--- config.mk ---
export PLATFORM = sky130hd
export DESIGN_NAME = approx_add_arbiter
export DESIGN_NICKNAME = d
export VERILOG_FILES = /design/src/rtl/approx_add_arbiter.sv
export SDC_FILE = /design/constraint.sdc
export NUM_CORES = 1
export LEC_CHECK = 0
export ABC_AREA = 0
export CAP_MARGIN = 30
export CORE_UTILIZATION = 35
export DETAILED_ROUTE_END_ITERATION = 12
export DONT_BUFFER_PORTS = 1
export MAX_ROUTING_LAYER = met4
export PLACE_DENSITY_LB_ADDON = 0.25
export SETUP_SLACK_MARGIN = 0.4
export SYNTH_ARGS = -nofsm -noshare
export SYNTH_HDL_FRONTEND = slang
export SYNTH_SLANG_ARGS = --single-unit
export TNS_END_PERCENT = 30
--- constraint.sdc ---
create_clock -name clk -period 3.9 [get_ports clk]
set_clock_uncertainty 0.2 [all_clocks]
set_input_delay 0.78 -clock clk [delete_from_list [all_inputs] [get_ports clk]]
set_output_delay 0.78 -clock clk [all_outputs]
set_load 0.02 [all_outputs]
--- src/rtl/approx_add_arbiter.sv ---
// approx_add_arbiter
//   Two requesters compete for one approximate adder. A round-robin arbiter
//   grants one operand pair at a time. The granted sum is registered and
//   held in a single response slot until the consumer takes it. Counters
//   record how many responses each requester has completed.
//
//   Sum rule: the low APPROX_BITS positions are a|b and produce no carry.
//   The upper positions form an exact ripple sum with carry-in 0. The MSB of
//   rsp_sum is the carry-out of that exact slice.
//
//   Optional feature (macro APPROX_ADD_EXACT_BYPASS_EN):
//   adds req0_exact/req1_exact inputs. A request accepted with exact=1 uses
//   the exact ripple sum across all WIDTH bits.
//
// Ports
//   clk, rst                 clock and synchronous active-high reset
//   reqN_valid, reqN_ready   request handshake for requester N (0/1)
//   reqN_a, reqN_b           operands for requester N
//   reqN_exact               exact-sum request for requester N (bypass build only)
//   rsp_valid, rsp_ready     response handshake
//   rsp_sum                  WIDTH+1 bit result (carry-out in the MSB)
//   rsp_id                   requester that owns rsp_sum
//   cnt0, cnt1               saturating completed-response counters
module approx_add_arbiter #(
  parameter int WIDTH       = 8,
  parameter int APPROX_BITS = 4
) (
  input  logic             clk,
  input  logic             rst,
  input  logic             req0_valid,
  input  logic [WIDTH-1:0] req0_a,
  input  logic [WIDTH-1:0] req0_b,
  output logic             req0_ready,
  input  logic             req1_valid,
  input  logic [WIDTH-1:0] req1_a,
  input  logic [WIDTH-1:0] req1_b,
  output logic             req1_ready,
`ifdef APPROX_ADD_EXACT_BYPASS_EN
  input  logic             req0_exact,
  input  logic             req1_exact,
`endif
  output logic             rsp_valid,
  input  logic             rsp_ready,
  output logic [WIDTH:0]   rsp_sum,
  output logic             rsp_id,
  output logic [15:0]      cnt0,
  output logic [15:0]      cnt1
);

  typedef enum logic {IDLE = 1'b0, FULL = 1'b1} state_t;

  state_t state, state_nxt;
  logic   last_grant;   // requester granted most recently
  logic   grant_id;     // requester that would win this cycle
  logic   any_valid;
  logic   can_accept;
  logic   accept;
  logic   retire;
  logic   sel_exact;
  logic [WIDTH-1:0] sel_a, sel_b;

  // Bit-serial description of the sum rule. Positions below APPROX_BITS are
  // OR-ed and never produce a carry. All other positions ripple. When exact
  // is set, every position ripples.
  function automatic logic [WIDTH:0] calc_sum(input logic [WIDTH-1:0] a,
                                              input logic [WIDTH-1:0] b,
                                              input logic             exact);
    logic           carry;
    logic [WIDTH:0] s;
    // NOTE: blocking assignments are correct inside functions/always_comb;
    // the carry must update in order from bit to bit within one evaluation.
    carry = 1'b0;
    s     = '0;
    for (int i = 0; i < WIDTH; i++) begin
      if (!exact && (i < APPROX_BITS)) begin
        s[i] = a[i] | b[i];
      end else begin
        s[i]  = a[i] ^ b[i] ^ carry;
        carry = (a[i] & b[i]) | (carry & (a[i] ^ b[i]));
      end
    end
    s[WIDTH] = carry;
    return s;
  endfunction

  // Arbitration looks only at the valids and the pointer. It never looks at
  // the operands, so the readies cannot depend on operand values.
  // Under contention the requester not granted last wins. A sole requester
  // always wins.
  assign any_valid  = req0_valid | req1_valid;
  assign grant_id   = (req0_valid && req1_valid) ? ~last_grant : req1_valid;
  // The slot is free when empty or when it is being drained this cycle.
  assign can_accept = !rst && ((state == IDLE) || rsp_ready);
  assign accept     = can_accept && any_valid;
  assign req0_ready = accept && !grant_id;
  assign req1_ready = accept &&  grant_id;
  assign retire     = (state == FULL) && rsp_ready;
  assign rsp_valid  = (state == FULL);

  assign sel_a = grant_id ? req1_a : req0_a;
  assign sel_b = grant_id ? req1_b : req0_b;
`ifdef APPROX_ADD_EXACT_BYPASS_EN
  assign sel_exact = grant_id ? req1_exact : req0_exact;
`else
  assign sel_exact = 1'b0;
`endif

  always_comb begin
    // NOTE: default assigned first so every path drives state_nxt (no latch).
    state_nxt = state;
    if (accept) begin
      state_nxt = FULL;
    end else if (retire) begin
      state_nxt = IDLE;
    end
  end

  // NOTE: sequential state uses non-blocking assignments only.
  always_ff @(posedge clk) begin
    if (rst) begin
      state      <= IDLE;
      last_grant <= 1'b1;
      rsp_sum    <= '0;
      rsp_id     <= 1'b0;
      cnt0       <= '0;
      cnt1       <= '0;
    end else begin
      state <= state_nxt;
      if (accept) begin
        rsp_sum    <= calc_sum(sel_a, sel_b, sel_exact);
        rsp_id     <= grant_id;
        last_grant <= grant_id;
      end
      if (retire) begin
        if (!rsp_id && (cnt0 != 16'hFFFF)) cnt0 <= cnt0 + 16'd1;
        if ( rsp_id && (cnt1 != 16'hFFFF)) cnt1 <= cnt1 + 16'd1;
      end
    end
  end

endmodule
==> insert_results.sql, run 1 <==
INSERT INTO impl_metrics (metric_group, metric, value, unit) VALUES
('finish', 'num-nets-final', '336', ''),
('sta', 'timing.fmax', '0.345', 'GHz'),
('global_route', 'globalRouteOverflowTotal', '0', ''),
('setup_path', 'critical_path_required', '3.91', 'ns'),
('clock_tree', 'ctsResizeCount', '0', ''),
('clock_tree', 'cts_setup_buffers', '0', ''),
('floorplanning', 'die_h', '84.5', 'µm'),
('setup_path', 'crit_path_end_kind', 'register', ''),
('yosys', 'syn_nets', '339', ''),
('run_status', 'status', 'complete, but fails checks', ''),
('setup_path', 'cpMostUsedCell', 'sky130_fd_sc_hd__fa_1', ''),
('setup_path', 'setup.reg_to_reg.worst_slack', '1.11', 'ns'),
('floorplanning', 'start_util', '36.9', '%'),
('drt', 'drt_iter0_markers', '64', ''),
('drt', 'antenna_left', '0', ''),
('sta', 'timing.final.max_slew_violations', '0', ''),
('run_status', 'violated_checks', 'DRC', ''),
('global_route', 'pin_count_of_the_biggest_net_entering_global_routing', '55', ''),
('setup_path', 'timing.setup.critical_path_class', 'input port to register', ''),
('sta', 'setup_tns', '0', 'ns'),
('floorplanning', 'chipWidth', '84.5', 'µm'),
('global_route', 'grt_pass1_wl', '9.26', 'mm'),
('clock_tree', 'clock_buffers_created_by_tritoncts', '5', ''),
('yosys', 'gate_count_of_the_mapped_netlist', '296', ''),
('clock_tree', 'clock_sink_count', '44', ''),
('yosys', 'yosys-top-cells-count', '51 x sky130_fd_sc_hd__nand2_1, 44 x sky130_fd_sc_hd__dfxtp_1, 26 x sky130_fd_sc_hd__nor2_1, 22 x sky130_fd_sc_hd__a21oi_1, 14 x sky130_fd_sc_hd__nand3_1', ''),
('yosys', 'ys_seq_elements', '44', ''),
('clock_tree', 'ctsRootBufferMaster', 'sky130_fd_sc_hd__clkbuf_8', ''),
('yosys', 'synth.yosys.seq_area_share', '37.0', '%'),
('setup_path', 'worstPathArrival', '2.91', 'ns'),
('power_and_ir_drop', 'leakage', '0.883', 'nW'),
('yosys', 'yosys.cell_types.count', '38', ''),
('finish', 'number_of_standard_cells_in_the_final_layout_excluding_fillers', '371', ''),
('placement', 'detailed_place_hpwl', '4.15', 'mm'),
('yosys', 'ys_top_cells_by_area', 'sky130_fd_sc_hd__dfxtp_1 37%, sky130_fd_sc_hd__nand2_1 8.0%, sky130_fd_sc_hd__mux2_2 5.7%, sky130_fd_sc_hd__a21oi_1 4.6%, sky130_fd_sc_hd__nor2_1 4.1%', ''),
('setup_path', 'timing.critical_path.fanout_max', '5', ''),
('floorplanning', 'pin_count', '82', ''),
('clock_tree', 'clk_path_buf_depth', '2', ''),
('flow_run', 'cap_viol_max_count', '0', ''),
('sta', 'finalSetupViolCount', '0', ''),
('drt', 'routed_wl', '5.61', 'mm'),
('power_and_ir_drop', 'power_density', '335', 'mW/mm²'),
('placement', 'placed_cells', '363', ''),
('clock_tree', 'cts_hold_buf', '0', ''),
('worst_hold_path', 'hp-class', 'register to register', ''),
('yosys', 'synth.most_common_cell', 'sky130_fd_sc_hd__nand2_1', ''),
('finish', 'antenna_cells', '0', ''),
('yosys', 'synth_top_area_share', '37.0', '%'),
('yosys', 'syn-cell-area', '0.00238', 'mm²'),
('sta', 'rsz0062_at_grt', 'false', ''),
('placement', 'buffer_ports.inserted', '0', ''),
('sta', 'finalHoldWorstSlack', '0.312', 'ns'),
('clock_tree', 'clock_insertion_delay_worst_skew', '0.29', 'ns'),
('sta', 'max_slew_margin', '53.0', '%'),
('drt', 'detail_route.vias_per_cell', '5.71', ''),
('clock_tree', 'cts.reportedPaths.clkPinSlew', '0.08', 'ns'),
('clock_tree', 'htree_num_levels', '2', ''),
('setup_path', 'start_kind', 'input port', ''),
('finish', 'filler_cell_count', '681', ''),
('clock_tree', 'cts_tree', 'yes', ''),
('finish', 'layout-drive-gt1-share', '8.84', '%'),
('drt', 'detail_route.drc_violations', '4', ''),
('yosys', 'synth-main-ff-cell', 'sky130_fd_sc_hd__dfxtp_1', ''),
('finish', 'fin_util', '39.3', '%'),
('drt', 'route.vias.total', '2119', ''),
('drt', 'wire_per_inst', '15.1', 'µm'),
('global_route', 'global_route.usage.total', '16.6', '%'),
('setup_path', 'timing.critical_path.cells', 'a21boi_0 -> buf_4 -> nand2_1 -> nand2_1 -> ha_1 -> fa_1 -> fa_1 -> inv_1 -> fa_1 -> a211oi_1', ''),
('floorplanning', 'fp.coreArea', '0.00646', 'mm²'),
('finish', 'layout-area-overhead-vs-synth', '6.67', '%'),
('yosys', 'synth-edff-count', '0', '');
final cells by class:
cell class,instances,area [µm²],area share (%)
multi-input combinational,231,1420,55.9
clock buffer,8,90.1,3.55
sequential,44,881,34.7
timing repair buffer,3,22.5,0.886
tap,77,96.3,3.79
inverter,8,30.0,1.18
cells in the final DEF, fill, tap and decap left out, drive strengths merged:
cell type  count
clkbuf         8
o21bai         1
o21ai          1
o311ai         6
fa             3
nor2          26
a21boi         1
nand4          6
a211oi         6
mux2i          4
inv            8
o41ai          3
a21oi         22
nor2b         13
or3            8
nor4b          2
mux2          12
o31ai          7
o211a          1
or4            9
nor3          10
dfxtp         44
nand2b         1
and3b          1
and3           3
a31oi          1
buf            3
nor4          10
nand3b         2
nand3         14
ha             3
or2            3
nand2         51
a211o          1
power by group:
part | internal [mW] | switching [mW]
clock network | 0.145 | 0.148
registers | 0.463 | 0.0281
logic | 0.0279 | 0.0381
total | 0.636 | 0.215
stage by stage:
stage / instance area (µm²) / setup WS (ns) / power, mW
5_1_grt: 2540 / 0.906 / 0.896
3_5_place_dp: 2450 / 0.685 / 0.569
6_report: 2540 / 1.00 / 0.850
2_1_floorplan: 2380 / 0.772 / 0.557
4_1_cts: 2540 / 1.01 / 0.864
3_3_place_gp: 2450 / 0.747 / 0.566
cell families after synthesis:
| family | count (synthesis) | share of synthesized area (%) |
|---|---|---|
| AOI/OAI and AO/OA | 50 | 13.9 |
| DFF | 44 | 37.0 |
| and+or+nand+nor | 159 | 34.3 |
| buffers and inverters | 21 | 3.36 |
| muxes | 16 | 7.35 |
| adders and majority gates | 6 | 4.10 |
state kept, by name, summed over array words and instances (netlist names):
register    cells
cnt0           16
cnt1           16
last_grant      1
rsp_id          1
rsp_sum         9
rsp_valid       1
metal layers:
metal  wire, µm  global-route usage, %
met5          0                      -
met4         29                   4.16
met3        379                   4.23
met2       2510                   26.2
met1       2690                   21.2
worst max-delay path: cells and delay by family:
family	cells	cell delay, ns
adder cells (fa/ha/maj)	4	1.39
AO/OA/AOI/OAI	2	0.35
buffers and inverters	2	0.29
AND/OR/NAND/NOR	2	0.11
final timing paths:
path | cells past startpoint | startpoint | to
setup / recovery | 10 | req1_valid | rsp_sum[7]
hold / removal | 2 | last_grant | last_grant
setup reg to reg | 10 | last_grant | rsp_sum[7]
hold reg to reg | 2 | last_grant | last_grant
No activity file was read; power rests on OpenSTA's default activity.
==> run 2: changes to the inputs <==
==> constraint.sdc (replaced) <==
create_clock -name clk -period 2.5 [get_ports clk]
set_clock_uncertainty 0.2 [all_clocks]
set_input_delay 0.5 -clock clk [delete_from_list [all_inputs] [get_ports clk]]
set_output_delay 0.5 -clock clk [all_outputs]
set_load 0.02 [all_outputs]
==> insert_results.sql, run 2 (same netlist as run 1, synthesis figures left out) <==
INSERT INTO impl_metrics (metric_group, metric, value, unit) VALUES
('setup_path', 'critical_path_cell_count', '10', ''),
('power_and_ir_drop', 'total_power', '1.35', 'mW'),
('sta', 'finalSetupViolCount', '0', ''),
('finish', 'num-nets-final', '361', ''),
('finish', 'top_library_cells_by_usage_in_the_layout_fill_and_taps_aside', '49 x sky130_fd_sc_hd__nand2_1, 29 x sky130_fd_sc_hd__dfxtp_1, 28 x sky130_fd_sc_hd__buf_4', ''),
('setup_path', 'setup.reg_to_reg.worst_slack', '0.09', 'ns'),
('global_route', 'grt_pass1_wl', '9.55', 'mm'),
('setup_path', 'crit_end', 'rsp_sum[7]', ''),
('power_and_ir_drop', 'p_seq_share', '56.3', '%'),
('sta', 'max_slew_margin', '71.5', '%'),
('setup_path', 'crit_path_end_kind', 'register', ''),
('setup_path', 'reg2reg_to', 'rsp_sum[7]', ''),
('floorplanning', 'chipWidth', '84.5', 'µm'),
('sta', 'final_hold_viol_count', '0', ''),
('drt', 'route.vias.total', '2249', ''),
('setup_path', 'slowest_stage', 'sky130_fd_sc_hd__fa_1', ''),
('global_route', 'global_route.usage.total', '17.3', '%'),
('placement', 'gp_congestion', '0.802', ''),
('setup_path', 'worstPathArrival', '2.44', 'ns'),
('floorplanning', 'fp.dieArea', '0.00714', 'mm²'),
('power_and_ir_drop', 'share_clk_of_total_power', '34.2', '%'),
('drt', 'wire_per_inst', '15.1', 'µm'),
('finish', 'layout-drive-gt1-share', '27.0', '%'),
('floorplanning', 'die_h', '84.5', 'µm'),
('sta', 'finalHoldWorstSlack', '0.0669', 'ns'),
('global_route', 'pin_count_of_the_biggest_net_entering_global_routing', '55', ''),
('setup_path', 'timing.critical_path.fanout_max', '5', ''),
('setup_path', 'start_kind', 'register', ''),
('setup_path', 'timing.setup.critical_path_class', 'register to register', ''),
('clock_tree', 'cts_hold_buf', '0', ''),
('sta', 'fin_crit_sh', '96.5', '%'),
('floorplanning', 'start_util', '36.9', '%'),
('setup_path', 'worstRegToRegCells', '10', ''),
('clock_tree', 'clock_insertion_delay_worst_skew', '0.29', 'ns'),
('drt', 'routed_wl', '6.00', 'mm'),
('placement', 'detailed_place_hpwl', '4.44', 'mm'),
('power_and_ir_drop', 'netSwitchingPower', '0.348', 'mW'),
('finish', 'layout_top_registers', 'cnt0 (16), cnt1 (16), rsp_sum (9)', ''),
('power_and_ir_drop', 'vdd_ir_drop_max', '0.213', 'mV'),
('power_and_ir_drop', 'power_density', '476', 'mW/mm²'),
('setup_path', 'worstReg2RegStart', 'last_grant', ''),
('drt', 'antenna_left', '0', ''),
('sta', 'post-route-min-period', '2.41', 'ns'),
('finish', 'antenna_cells', '0', ''),
('power_and_ir_drop', 'leakage', '1.02', 'nW'),
('setup_path', 'critical_path_required', '2.52', 'ns'),
('sta', 'tightest_slew', '0.424', 'ns'),
('clock_tree', 'ctsRootBufferMaster', 'sky130_fd_sc_hd__clkbuf_8', ''),
('drt', 'detail_route.drc_violations', '4', ''),
('drt', 'drt_iter0_markers', '87', ''),
('clock_tree', 'cts_tree', 'yes', ''),
('clock_tree', 'clock_buffers_created_by_tritoncts', '5', ''),
('flow_run', 'cap_viol_max_count', '0', ''),
('floorplanning', 'pin_count', '82', ''),
('run_status', 'status', 'complete, but fails checks', ''),
('power_and_ir_drop', 'sw_frac_of_total', '25.7', '%'),
('finish', 'layout-area-overhead-vs-synth', '19.3', '%'),
('global_route', 'globalRouteOverflowTotal', '0', ''),
('finish', 'layout_commonest_cell', 'sky130_fd_sc_hd__nand2_1', ''),
('setup_path', 'cpLargestDelayFamily', 'adder cells', ''),
('clock_tree', 'clock_sink_count', '44', ''),
('setup_path', 'crit_path_start', 'last_grant', ''),
('power_and_ir_drop', 'p_int', '1.01', 'mW'),
('worst_hold_path', 'holdPathStages', '1', ''),
('sta', 'rsz0062_at_grt', 'true', ''),
('sta', 'timing.fmax', '0.414', 'GHz'),
('run_status', 'violated_checks', 'DRC', ''),
('clock_tree', 'clk_path_buf_depth', '2', ''),
('setup_path', 'worst_path_largest_cell_delay', '0.42', 'ns'),
('setup_path', 'timing.critical_path.cells', 'nand2_1 -> nand2_2 -> nand2_1 -> nand2_1 -> ha_2 -> fa_2 -> fa_2 -> inv_2 -> fa_1 -> a211oi_2', ''),
('floorplanning', 'std_cell_rows', '29', ''),
('global_route', 'grt_antenna_before_repair', '0', ''),
('floorplanning', 'fp.coreArea', '0.00646', 'mm²'),
('placement', 'buffer_ports.inserted', '0', ''),
('drt', 'detail_route.vias_per_cell', '5.68', ''),
('worst_hold_path', 'hp-class', 'input port to register', ''),
('power_and_ir_drop', 'power.combinational.fraction', '9.5', '%'),
('drt', 'first_pass_iters', '8', ''),
('clock_tree', 'cts.reportedPaths.clkPinSlew', '0.08', 'ns'),
('clock_tree', 'htree_num_levels', '2', ''),
('setup_path', 'cpMostUsedCell', 'sky130_fd_sc_hd__nand2_1', ''),
('sta', 'timing.final.max_slew_violations', '0', ''),
('global_route', 'grt_pass1_vias', '1981', ''),
('setup_path', 'path_buf_inv', '1', '');
run 2: changes by cell type in the layout (fill, tap and decap cells not counted), moves of 3 or more:
| cell | previous run | this run |
|---|---|---|
| sky130_fd_sc_hd__nor4_1 | 9 | 6 |
| sky130_fd_sc_hd__nor4_2 | 1 | 4 |
| sky130_fd_sc_hd__buf_4 | 3 | 28 |
| sky130_fd_sc_hd__dfxtp_1 | 44 | 29 |
| sky130_fd_sc_hd__dfxtp_2 | 0 | 14 |
run 2: what timing repair did:
| action | 4_1_cts | 5_1_grt |
|---|---|---|
| resized for setup | 10 | 23 |
| setup endpoints to repair | 13 | 18 |
| pin swaps | 7 | 3 |
| buffers inserted | 1 | 0 |
run 2: worst min-delay path by stage:
stage | start | endpoint | slack [ns]
final | rst | cnt0[12] | 0.07
after global routing | rst | cnt0[12] | 0.04
after CTS | rst | rsp_valid | 0.05
after detailed placement | last_grant | last_grant | 0.35
after global placement | last_grant | last_grant | 0.34
after floorplan | last_grant | last_grant | 0.32
run 2: metrics by stage:
| stage | util (%) | setup slack (ns) | TNS [ns] | cells | cell area [µm²] |
|---|---|---|---|---|---|
| 6_report | 44.0 | 0.0868 | 0 | 396 | 2840 |
| 5_1_grt | 44.0 | -0.00200 | -0.00200 | 396 | 2840 |
| 2_1_floorplan | - | -0.225 | -0.225 | 296 | 2410 |
| 3_5_place_dp | 41.0 | -0.240 | -0.240 | 387 | 2650 |
| 3_3_place_gp | 41.0 | -0.185 | -0.185 | 387 | 2650 |
| 4_1_cts | 43.0 | 0.0760 | 0 | 396 | 2780 |
run 2: cell type report:
class,count,area (µm²)
Fill cell,664,3620
Sequential cell,44,902
Clock buffer,8,90.1
Multi-Input combinational cell,231,1510
Timing Repair Buffer,28,210
Inverter,8,30.0
Tap cell,77,96.3
run 2: routing by layer:
layer  wire length, µm  GRT usage [%]  up-vias
met5                 0              -        -
met4                68           5.24        0
met3               392           5.21        6
met2              2800           27.4       70
met1              2740           21.2     1048
li1                  -              -     1125
run 2: power by group through the flow:
stage / logic, mW / registers (mW) / clock network [mW]
2_1_floorplan: 0.0991 / 0.777 / 0
3_3_place_gp: 0.116 / 0.780 / 0
3_5_place_dp: 0.120 / 0.780 / 0
4_1_cts: 0.127 / 0.764 / 0.480
5_1_grt: 0.146 / 0.768 / 0.513
6_report: 0.128 / 0.763 / 0.463
